<file path="config.mk">
export PLATFORM = sky130hd
export DESIGN_NAME = mem_arbiter
export DESIGN_NICKNAME = d
export VERILOG_FILES = /design/src/rtl/mem_arbiter_pkg.sv /design/src/rtl/arb_lat_counter.sv /design/src/rtl/mem_arbiter.sv
export SDC_FILE = /design/constraint.sdc
export NUM_CORES = 1
export LEC_CHECK = 0
export CAP_MARGIN = 0
export CORE_UTILIZATION = 32
export DETAILED_ROUTE_END_ITERATION = 7
export DONT_BUFFER_PORTS = 1
export GPL_ROUTABILITY_DRIVEN = 0
export GPL_TIMING_DRIVEN = 0
export PLACE_DENSITY = 0.54
export SYNTH_ARGS = -nofsm -noshare
export SYNTH_HDL_FRONTEND = slang
export SYNTH_HIERARCHICAL = 1
export SYNTH_SLANG_ARGS = --single-unit
</file>
<file path="constraint.sdc">
create_clock -name clk -period 4.4 [get_ports clk]
set_input_delay 1.32 -clock clk [delete_from_list [all_inputs] [get_ports clk]]
set_output_delay 1.32 -clock clk [all_outputs]
set_load 0.005 [all_outputs]
</file>
<file path="src/rtl/mem_arbiter_pkg.sv">
// Shared state/op encodings and defaults for the instruction/data memory arbiter.
package mem_arbiter_pkg;

  localparam int unsigned MEM_LAT_DEF = 4;
  localparam int unsigned CNT_W       = 4;

  typedef enum logic [1:0] {
    IDLE  = 2'd0,
    D_ACC = 2'd1,
    I_ACC = 2'd2,
    RESP  = 2'd3
  } state_t;

  typedef enum logic [1:0] {
    OP_FETCH = 2'd0,
    OP_RD    = 2'd1,
    OP_WR    = 2'd2
  } op_t;

endpackage

</file>
<file path="src/rtl/arb_lat_counter.sv">
// Loadable down-counter with a zero flag; times fixed-latency operations.
module arb_lat_counter #(
  parameter int unsigned W = 4
) (
  input  logic         clk,
  input  logic         rst_n,
  input  logic         load,
  input  logic         en,
  input  logic [W-1:0] load_val,
  output logic         zero_c
);

  logic [W-1:0] count;

  // Saturates at zero so an idle enable cannot wrap around.
  always_ff @(posedge clk or negedge rst_n) begin
    if (!rst_n) begin
      count <= '0;
    end else if (load) begin
      count <= load_val;
    end else if (en && (count != '0)) begin
      count <= count - W'(1);
    end
  end

  assign zero_c = (count == '0);

endmodule

</file>
<file path="src/rtl/mem_arbiter.sv">
// Arbitrates one fixed-latency memory between the core's fetch and data ports;
// data requests win, each access is sequenced and answered with a hit pulse.
module mem_arbiter
  import mem_arbiter_pkg::*;
#(
  parameter int unsigned MEM_LAT = MEM_LAT_DEF,
  parameter int unsigned ADDR_W  = 16,
  parameter int unsigned DATA_W  = 16
) (
  input  logic              clk,
  input  logic              rst,
  input  logic [ADDR_W-1:0] i_addr,
  output logic [DATA_W-1:0] instr,
  output logic              i_hit,
  input  logic [ADDR_W-1:0] d_addr,
  input  logic              d_re,
  input  logic              d_we,
  input  logic [DATA_W-1:0] d_wdata,
  output logic [DATA_W-1:0] rd_data,
  output logic              d_hit,
  output logic [ADDR_W-1:0] mem_addr,
  output logic              mem_re,
  output logic              mem_we,
  output logic [DATA_W-1:0] mem_wdata,
  input  logic [DATA_W-1:0] mem_rdata
);

  localparam logic [CNT_W-1:0] LAT_LOAD = CNT_W'(MEM_LAT - 1);

  state_t            state, state_nx;
  op_t               op, op_nx;
  logic [ADDR_W-1:0] addr_nx;
  logic [DATA_W-1:0] wdata_nx;
  logic [DATA_W-1:0] resp, resp_nx;
  logic              re_nx, we_nx;
  logic              cnt_load, cnt_en, cnt_zero;

  arb_lat_counter #(.W(CNT_W)) u_lat_cnt (
    .clk      (clk),
    .rst_n    (rst),
    .load     (cnt_load),
    .en       (cnt_en),
    .load_val (LAT_LOAD),
    .zero_c   (cnt_zero)
  );

  // State, latched access and strobes; reset drops the strobes immediately.
  always_ff @(posedge clk or negedge rst) begin
    if (!rst) begin
      state     <= IDLE;
      op        <= OP_FETCH;
      mem_addr  <= '0;
      mem_wdata <= '0;
      mem_re    <= 1'b0;
      mem_we    <= 1'b0;
      resp      <= '0;
    end else begin
      state     <= state_nx;
      op        <= op_nx;
      mem_addr  <= addr_nx;
      mem_wdata <= wdata_nx;
      mem_re    <= re_nx;
      mem_we    <= we_nx;
      resp      <= resp_nx;
    end
  end

  always_comb begin
    state_nx = state;
    op_nx    = op;
    addr_nx  = mem_addr;
    wdata_nx = mem_wdata;
    resp_nx  = resp;
    re_nx    = 1'b0;
    we_nx    = 1'b0;
    cnt_load = 1'b0;
    cnt_en   = 1'b0;
    case (state)
      IDLE: begin
        cnt_load = 1'b1;
        if (d_re || d_we) begin
          // A simultaneous read and write request is served as a write.
          state_nx = D_ACC;
          addr_nx  = d_addr;
          wdata_nx = d_wdata;
          op_nx    = d_we ? OP_WR : OP_RD;
          re_nx    = !d_we;
          we_nx    = d_we;
        end else begin
          state_nx = I_ACC;
          addr_nx  = i_addr;
          op_nx    = OP_FETCH;
          re_nx    = 1'b1;
        end
      end
      D_ACC, I_ACC: begin
        if (cnt_zero) begin
          state_nx = RESP;
          if (op != OP_WR) begin
            resp_nx = mem_rdata;
          end
        end else begin
          cnt_en = 1'b1;
          re_nx  = mem_re;
          we_nx  = mem_we;
        end
      end
      RESP: begin
        state_nx = IDLE;
      end
      default: begin
        state_nx = IDLE;
      end
    endcase
  end

  // Hits are qualified by the core's live request so a redirected PC or a
  // withdrawn data request never sees a stale completion.
  assign i_hit   = (state == RESP) && (op == OP_FETCH) && (i_addr == mem_addr);
  assign instr   = i_hit ? resp : '0;
  assign d_hit   = (state == RESP) && (op != OP_FETCH) && (d_re || d_we);
  assign rd_data = ((state == RESP) && (op == OP_RD)) ? resp : '0;

endmodule

</file>
==> results of run 1 <==
==> report_power, final <==
group / switching, uW / total (uW) / internal, uW / leakage, uW
sequential: 235 / 1040 / 808 / 0.000675
clock: 210 / 467 / 258 / 0.0000958
combinational: 393 / 803 / 410 / 0.000636
total: 838 / 2310 / 1480 / 0.00141
==> worst max path at each step <==
stage          slack (ps)   endpoint  cells after the start       from
4_1_cts               380  instr[12]                      5  i_addr[7]
6_report              390  instr[12]                      5  i_addr[7]
3_5_place_dp          390  instr[12]                      5  i_addr[7]
3_3_place_gp          440   instr[7]                      5  i_addr[7]
2_1_floorplan         830  instr[10]                      5  i_addr[5]
5_1_grt               200  instr[14]                      5  i_addr[7]
==> state kept, by name (all words and copies together), names as in the netlist <==
name,count
state,2
mem_addr,16
u_lat_cnt/count,4
mem_we,1
mem_wdata,16
resp,16
mem_re,1
op,2
==> cell usage in the layout, fill, tap and decap left out, drive strengths merged, types with 2 or more instances in the layout <==
cell type and count:
o21ai 9, mux2i 16, inv 8, nand2 9, and2 17, nand4 3, a21oi 18, nor3b 2
o211ai 2, buf 7, dfrtp 58, nor3 2, clkbuf 16, nor2 19, and3 17, conb 4
mux2 32, ha 3, nand3 2, clkinv 4, xnor2 16
==> routing by layer <==
| metal | vias up | GRT usage | wire length, um |
|---|---|---|---|
| met3 | 6 | 0.0415 | 605 |
| met1 | 951 | 0.179 | 2780 |
| li1 | 922 | - | - |
| met5 | - | 0 | 0 |
| met4 | 0 | 0.0548 | 44 |
| met2 | 94 | 0.231 | 3160 |
==> kinds of logic after synthesis <==
logic type | Yosys count | synth area share
compound gates | 34 | 0.0697
xor+xnor | 16 | 0.0476
fa+ha+maj | 3 | 0.0128
buf+inv | 21 | 0.0383
flops | 58 | 0.493
mux | 48 | 0.177
other cells | 2 | 0.00255
simple gates | 78 | 0.159
==> worst max-delay path, delay by kind of cell <==
kind	cells	cell delay, ps
buf+inv	1	360
simple gates	3	850
xor+xnor	1	150
==> final cells by class <==
type	instances	area [um2]	area share
multi-input combinational	183	1390	0.424
inverter	8	30.0	0.00918
tap	108	135	0.0413
buffer	13	82.6	0.0252
sequential	58	1450	0.444
clock buffer	10	128	0.0390
clock inverter	6	57.6	0.0176
==> metrics by stage <==
step | utilization | hold slack [ps] | area (um2)
3_5_place_dp | 0.350 | 506 | 3090
4_1_cts | 0.371 | 521 | 3270
2_1_floorplan | - | 473 | 2950
5_1_grt | 0.371 | 543 | 3270
6_report | 0.371 | 514 | 3270
3_3_place_gp | 0.350 | 497 | 3090
==> results, run 1 <==
- The port buffer count is 0.
- The post-place setup slack is around 390 ps.
- The worst pin sits at a relative slew slack of 0.632.
- The delay contributed by the slowest stage of the critical path is ~460 ps.
- Adding up every negative setup slack in the final design gives 0 ps.
- The worst setup margin is between 300 and 400 ps.
- The core area is slightly below 0.009 mm2.
- Max-cap violations in this run came to 0.
- The H-tree was split into 3 levels.
- Fill cells in the final layout number approximately 900.
- The worst hold path belongs to the class flip-flop to flip-flop.
- At the pin with the least slew margin, the transition time is around 550 ps.
- The detail route stage leaves a number of antenna-violating nets equal to 0.
- By instance count, the leading cell after synthesis is sky130_fd_sc_hd__dfrtp_1.
- The buffer cell driving the clock tree root is sky130_fd_sc_hd__clkbuf_8.
- The routed wire length per instance is 17.1 um.
- The number of antenna violations at the first check in global routing is 0.
- The mapped cell area is roughly 0.003 mm2.
- In the finished design, the share of the clock period the worst path needs comes to 0.911.
- 0 antenna diodes ended up in the layout.
- The via count of the first global-routing pass came to 2031.
- The synthesized design contains 0 enable-type register cells.
- The startpoint type of the worst setup path is an input port.
- The top flip-flop cell by instance count after synthesis is sky130_fd_sc_hd__dfrtp_1.
- For this design, the slowest cell found on the critical path is sky130_fd_sc_hd__nor2_1.
- Synthesis instantiated 39 different standard cells from the library.
- The startpoint of the most critical register-to-register path is u_lat_cnt/count[0].
- The finished layout holds 386 standard cells, fillers aside.
- The total number of clock tree sinks is between 50 and 60.
- The worst-case IR drop observed on VDD is 0.000285 V.
- The clock edge transition at the registers on the reported setup and hold paths is 60 ps.
- The count of unresolved DRC violations after routing is 11.
- The floorplan has 34 rows.
- The register-to-register path setup slack is 2190 ps.
- Buffers inserted to repair hold after CTS numbered 0.
- The hold violation total from the final report is 0.
- The TritonCTS clock tree is built.
- Along the worst path, the maximum fanout reaches 10.
- The number of gates resized after CTS is 0.
- Synthesis produced between 200 and 300 cells.
- The mean post-synth cell area is ~11 um2.
- The arrival time of the worst setup path is approximately 2700 ps.
- In this run the static leakage power is ~0.0014 uW.
- The leftover overflow at the end of global routing is 0.
- The design draws about 2300 uW.
- The worst-skew pair later-pin latency is 330 ps.
- The power density normalized to cell area is 707 mW/mm2.
- Across every metal layer, demand over resource in global routing totals 0.142.
- The final reports fail on design-rule violations.
- The kind of end point of the critical path is an output port.
- The number of max-slew violations in the final report came to 0.
- Setup repair after global routing left no endpoint under its margin.
- The number of cells on the worst reg-to-reg path is 8.
- Traced cell by cell, the critical path runs through xnor2_1, nand4_1, nor2_1, clkbuf_1, and3_1.
- The iteration count of the initial detailed-routing pass is 7.
- The flow ran to the end, but the final reports show violations.
- The portion of synthesized cell area occupied by the leading cell type is 0.493.
- The clock period minus final worst setup slack is ~4000 ps.
- Summing over every cut layer, the via total after detailed routing is between 1500 and 2000.
- The wire length of the first global-routing pass is between 10000 and 15000 um.
- The x dimension of the die is a little under 100 um.
- The ratio of cells with drive above 1 in the final layout is 0.245.
- Counting the buffers created by CTS gives 9.
- The area of the die is between 0.009 and 0.01 mm2.
- Once placement completed, the tool counted placed cells totaling 370.
- During synthesis, Yosys emitted a total of 6 warnings.
- The worst hold path begins at resp[6].
- Once the clock tree was built, the setup fixing pass inserted 0 buffers.
- The maximum buffer depth of the clock tree is 2.
- The via count normalized by instance count is 5.11.
- The endpoint with the worst hold slack is resp[6].
- STA puts the critical path data required time at between 3000 and 4000 ps.
- The area growth from synthesis to final layout is 11.1%.
- The timing-limited maximum frequency is 250 MHz.
- For this run, the register share of the synthesized area comes to 0.493.
- The chip height is roughly 98 um.
- The detailed router finished its first iteration with just over 90 violations.
- 136 I/O pins were placed.
- The routed design has between 6000 and 7000 um of wire.
- The share of flip-flops with an asynchronous set or reset after synthesis is 1.00.
- The reg-to-reg endpoint is u_lat_cnt/count[1].
- The synthesized design contains between 50 and 60 register bits.
- The starting utilization of the core area is 0.334.
- Entering global routing, the biggest net connects 59 pins.
- The worst setup path is of the input port to output port kind.
- The number of nets in the layout is around 340.
- After synthesis, the cell types taking the most area are sky130_fd_sc_hd__dfrtp_1, sky130_fd_sc_hd__mux2_2, sky130_fd_sc_hd__mux2i_1.
- The setup violation total in the final timing report is 0.
- The synthesized design spends more area on one cell type than any other, namely sky130_fd_sc_hd__dfrtp_1.
- Sorting the synthesized cells by how often they occur yields sky130_fd_sc_hd__dfrtp_1, sky130_fd_sc_hd__mux2_2, sky130_fd_sc_hd__a21oi_1, sky130_fd_sc_hd__nor2_1.
- The clock skew after layout is 14.0 ps.
- The final HPWL from detailed placement is around 4700 um.
- Counting instances, the worst hold path has a depth of 1.
No activity file was read; power rests on OpenSTA's default activity.
==> run 2, diff against run 1 <==
--- a/config.mk
+++ b/config.mk
@@ -11,7 +11,7 @@
 export DONT_BUFFER_PORTS = 1
 export GPL_ROUTABILITY_DRIVEN = 0
 export GPL_TIMING_DRIVEN = 0
-export PLACE_DENSITY = 0.54
+export SLEW_MARGIN = 15
 export SYNTH_ARGS = -nofsm -noshare
 export SYNTH_HDL_FRONTEND = slang
 export SYNTH_HIERARCHICAL = 1
==> run 2 against run 1 <==
The flow still finishes with violations (design-rule violations). Highest routed layer unchanged. Routed wire length rose by 0.71%. Count of clock-buffer cells in the layout fell by 1. Hold slack better by 2.6 ps. Critical endpoint is now instr[11]. Worst setup slack improved by 62 ps. Total power decreased by 2.0%. Cell count unchanged. Utilization decreased by 0.17 points.
==> results, run 2 (synthesized netlist as in run 1, its figures left out) <==
- The chip height is 97.9 um (unchanged).
- The tightest slew margin relative to the limit was 0.613 (was 0.632).
- The startpoint type of the worst setup path is an input port (unchanged).
- The count of antenna-violating nets left after detailed routing was 0 (unchanged).
- The worst-skew pair later-pin latency is 340 ps (was 330 ps).
- The hold violation total from the final report is 0 (unchanged).
- The number of nets in the layout is 344 (unchanged).
- Leading registers by flop count: mem_addr (16), mem_wdata (16), resp (16) (unchanged).
- The static leakage is 0.00139 uW (was 0.00141 uW).
- The core area is 0.00881 mm2 (unchanged).
- The number of antenna violations at the first check in global routing was 0 (unchanged).
- The maximum resistive drop on vdd is 0.000225 V (was 0.000285 V).
- The wire length of the first global-routing pass is 10500 um (was 10600 um).
- The number of clock buffers inserted by TritonCTS is 9 (unchanged).
- The clock period minus final worst setup slack is 3940 ps (was 4010 ps).
- The number of gates resized after CTS is 0 (unchanged).
- The total number of vias was 1968 (was 1973).
- The count of H-tree levels built during CTS came to 3 (unchanged).
- The kind of end point of the critical path is an output port (unchanged).
- The final-layout fill cell count is 869 (was 897).
- Unrepaired setup endpoints after global routing: no (unchanged).
- The number of max-slew violations in the final report is 0 (unchanged).
- The beginning of the critical path is i_addr[14] (was i_addr[7]).
- The post-place setup slack came to 413 ps (was 391 ps).
- The number of top-level design ports came to 136 (unchanged).
- The area of the die was 0.00958 mm2 (unchanged).
- The delay contributed by the slowest stage of the critical path was 470 ps (was 460 ps).
- The buffer cell driving the clock tree root is sky130_fd_sc_hd__clkbuf_8 (unchanged).
- The critical path start-end classification is input port to output port (unchanged).
- The largest fanout on the critical path is 10 (unchanged).
- The number of buffers and inverters on the critical path came to 1 (unchanged).
- Crit-path cells: xnor2_1, nand4_1, nor2_1, clkbuf_1, and3_1 (unchanged).
- The total number of clock tree sinks is 58 (unchanged).
- The critical hold path startpoint was resp[15] (was resp[6]).
- The total of hold buffers inserted after clock tree synthesis is 0 (unchanged).
- The type of the tightest min-delay check was flip-flop to flip-flop (unchanged).
- The via count of the first global-routing pass is 2070 (was 2031).
- The clock skew after layout is 12.6 ps (was 14.0 ps).
- The via count normalized by instance count was 5.10 (was 5.11).
- Violations in the final reports: design-rule violations (unchanged).
- The peak-usage layer in the global routing report is met2 (unchanged).
- The critical-path cell with the highest stage delay is sky130_fd_sc_hd__nor2_1 (unchanged).
- The placement row count is 34 (unchanged).
- The part of the cycle the worst path needs is 0.896 (was 0.911).
- The number of antenna diodes is 0 (unchanged).
- The final HPWL from detailed placement was 4750 um (was 4730 um).
- The maximum number of pins on one net before global-route repair was 59 (unchanged).
- The leftover overflow at the end of global routing is 0 (unchanged).
- The x dimension of the die was 97.9 um (unchanged).
- The setup violation total in the final timing report is 0 (unchanged).
- The worst hold slack after final layout was 517 ps (was 514 ps).
- The port buffer count is 0 (unchanged).
- The max capacitance violation total is 0 (unchanged).
- The iteration count of the initial detailed-routing pass was 6 (was 7).
- The global router's overall resource usage is 0.143 (was 0.142).
- The measured slew at the worst slew-check pin is 578 ps (was 550 ps).
- The worst setup margin is 456 ps (was 393 ps).
- The ratio of cells with drive above 1 in the final layout is 0.248 (was 0.245).
- The timing-limited maximum frequency is 254 MHz (was 250 MHz).
- The clock edge transition at the registers on the reported setup and hold paths was 70 ps (was 60 ps).
- The startpoint of the most critical register-to-register path is u_lat_cnt/count[0] (unchanged).
- The arrival time of the worst setup path is 2620 ps (was 2690 ps).
- The starting DRC count in detailed routing is 125 (was 92).
- The most frequent standard cell in the layout excluding fill and tap cells is sky130_fd_sc_hd__dfrtp_1 (unchanged).
- The starting utilization of the core area is 0.334 (unchanged).
- The TritonCTS clock tree is built (unchanged).
- The routing usage on met2 is 0.224 (was 0.231).
- The met1 track utilization from global routing came to 0.172 (was 0.179).
- The power density normalized to cell area is 697 mW/mm2 (was 707 mW/mm2).
- The setup TNS after final layout came to 0 ps (unchanged).
- The routed wire length per instance is 17.2 um (was 17.1 um).
- The critical path's top delay family is simple AND/OR/NAND/NOR gates (unchanged).
- Commonest cells after routing, fill and taps aside: sky130_fd_sc_hd__dfrtp_1, sky130_fd_sc_hd__mux2_2, sky130_fd_sc_hd__nor2_1, sky130_fd_sc_hd__a21oi_1 (unchanged).
- The global routing met3 resource utilization is 0.0487 (was 0.0415).
- The count of unresolved DRC violations after routing is 10 (was 11).
- Run status: complete, but fails checks (unchanged).
- The maximum buffer depth of the clock tree is 2 (unchanged).
- The area growth from synthesis to final layout is 10.6% (was 11.1%).
- The buffer count from post-CTS setup fixing was 0 (unchanged).
- The sum of routed wire length over all layers is 6640 um (was 6590 um).
- The data required time of the critical path is 3080 ps (about the same).
## run 2: final timing paths
kind / to / slack [ps] / cells after the start
worst max-delay path: instr[11] / 460 / 5
worst min register to register: resp[15] / 520 / 1
worst max register to register: u_lat_cnt/count[1] / 2210 / 8
min in group asynchronous: mem_addr[4] / 670 / 0
max in group asynchronous: resp[11] / 3620 / 0
worst min-delay path: resp[15] / 520 / 1
## run 2: per-stage QoR
step	utilization	power, uW	cell area, um2	std cells
5_1_grt	0.370	2470	3260	386
3_5_place_dp	0.350	1860	3090	370
3_3_place_gp	0.350	1830	3090	370
4_1_cts	0.370	2310	3260	386
6_report	0.370	2270	3260	386
2_1_floorplan	-	1660	2950	262
## run 2: final cells by class
cell class | instances | area (um2) | share of cell area
well taps | 108 | 135 | 0.0415
inverters | 8 | 30.0 | 0.00922
plain buffers | 13 | 82.6 | 0.0254
clock buffers | 9 | 124 | 0.0380
flip-flops and latches | 58 | 1450 | 0.446
clock inverters | 7 | 46.3 | 0.0142
multi-input cells | 183 | 1390 | 0.426
## run 2: report_power, final
| part | total, uW | internal [uW] | switching, uW | leakage, uW |
|---|---|---|---|---|
| Combinational | 806 | 411 | 396 | 0.000636 |
| Sequential | 1040 | 808 | 229 | 0.000675 |
| Clock | 425 | 201 | 224 | 0.0000810 |
| Total | 2270 | 1420 | 849 | 0.00139 |
## run 2: worst reg2reg max path, cell delays in order (launching register included)
cell                       delay [ps]
sky130_fd_sc_hd__dfrtp_1          410
sky130_fd_sc_hd__inv_1             60
sky130_fd_sc_hd__ha_1             230
sky130_fd_sc_hd__nor3b_2          210
sky130_fd_sc_hd__nor2b_1          110
sky130_fd_sc_hd__clkbuf_1         350
sky130_fd_sc_hd__inv_1            140
sky130_fd_sc_hd__or4_1            510
sky130_fd_sc_hd__o211ai_2          90
## run 2: layer usage
metal | vias up | share of wire
met5 | - | 0
met4 | 0 | 0.021
met3 | 11 | 0.077
met2 | 80 | 0.48
met1 | 956 | 0.42
li1 | 921 | -
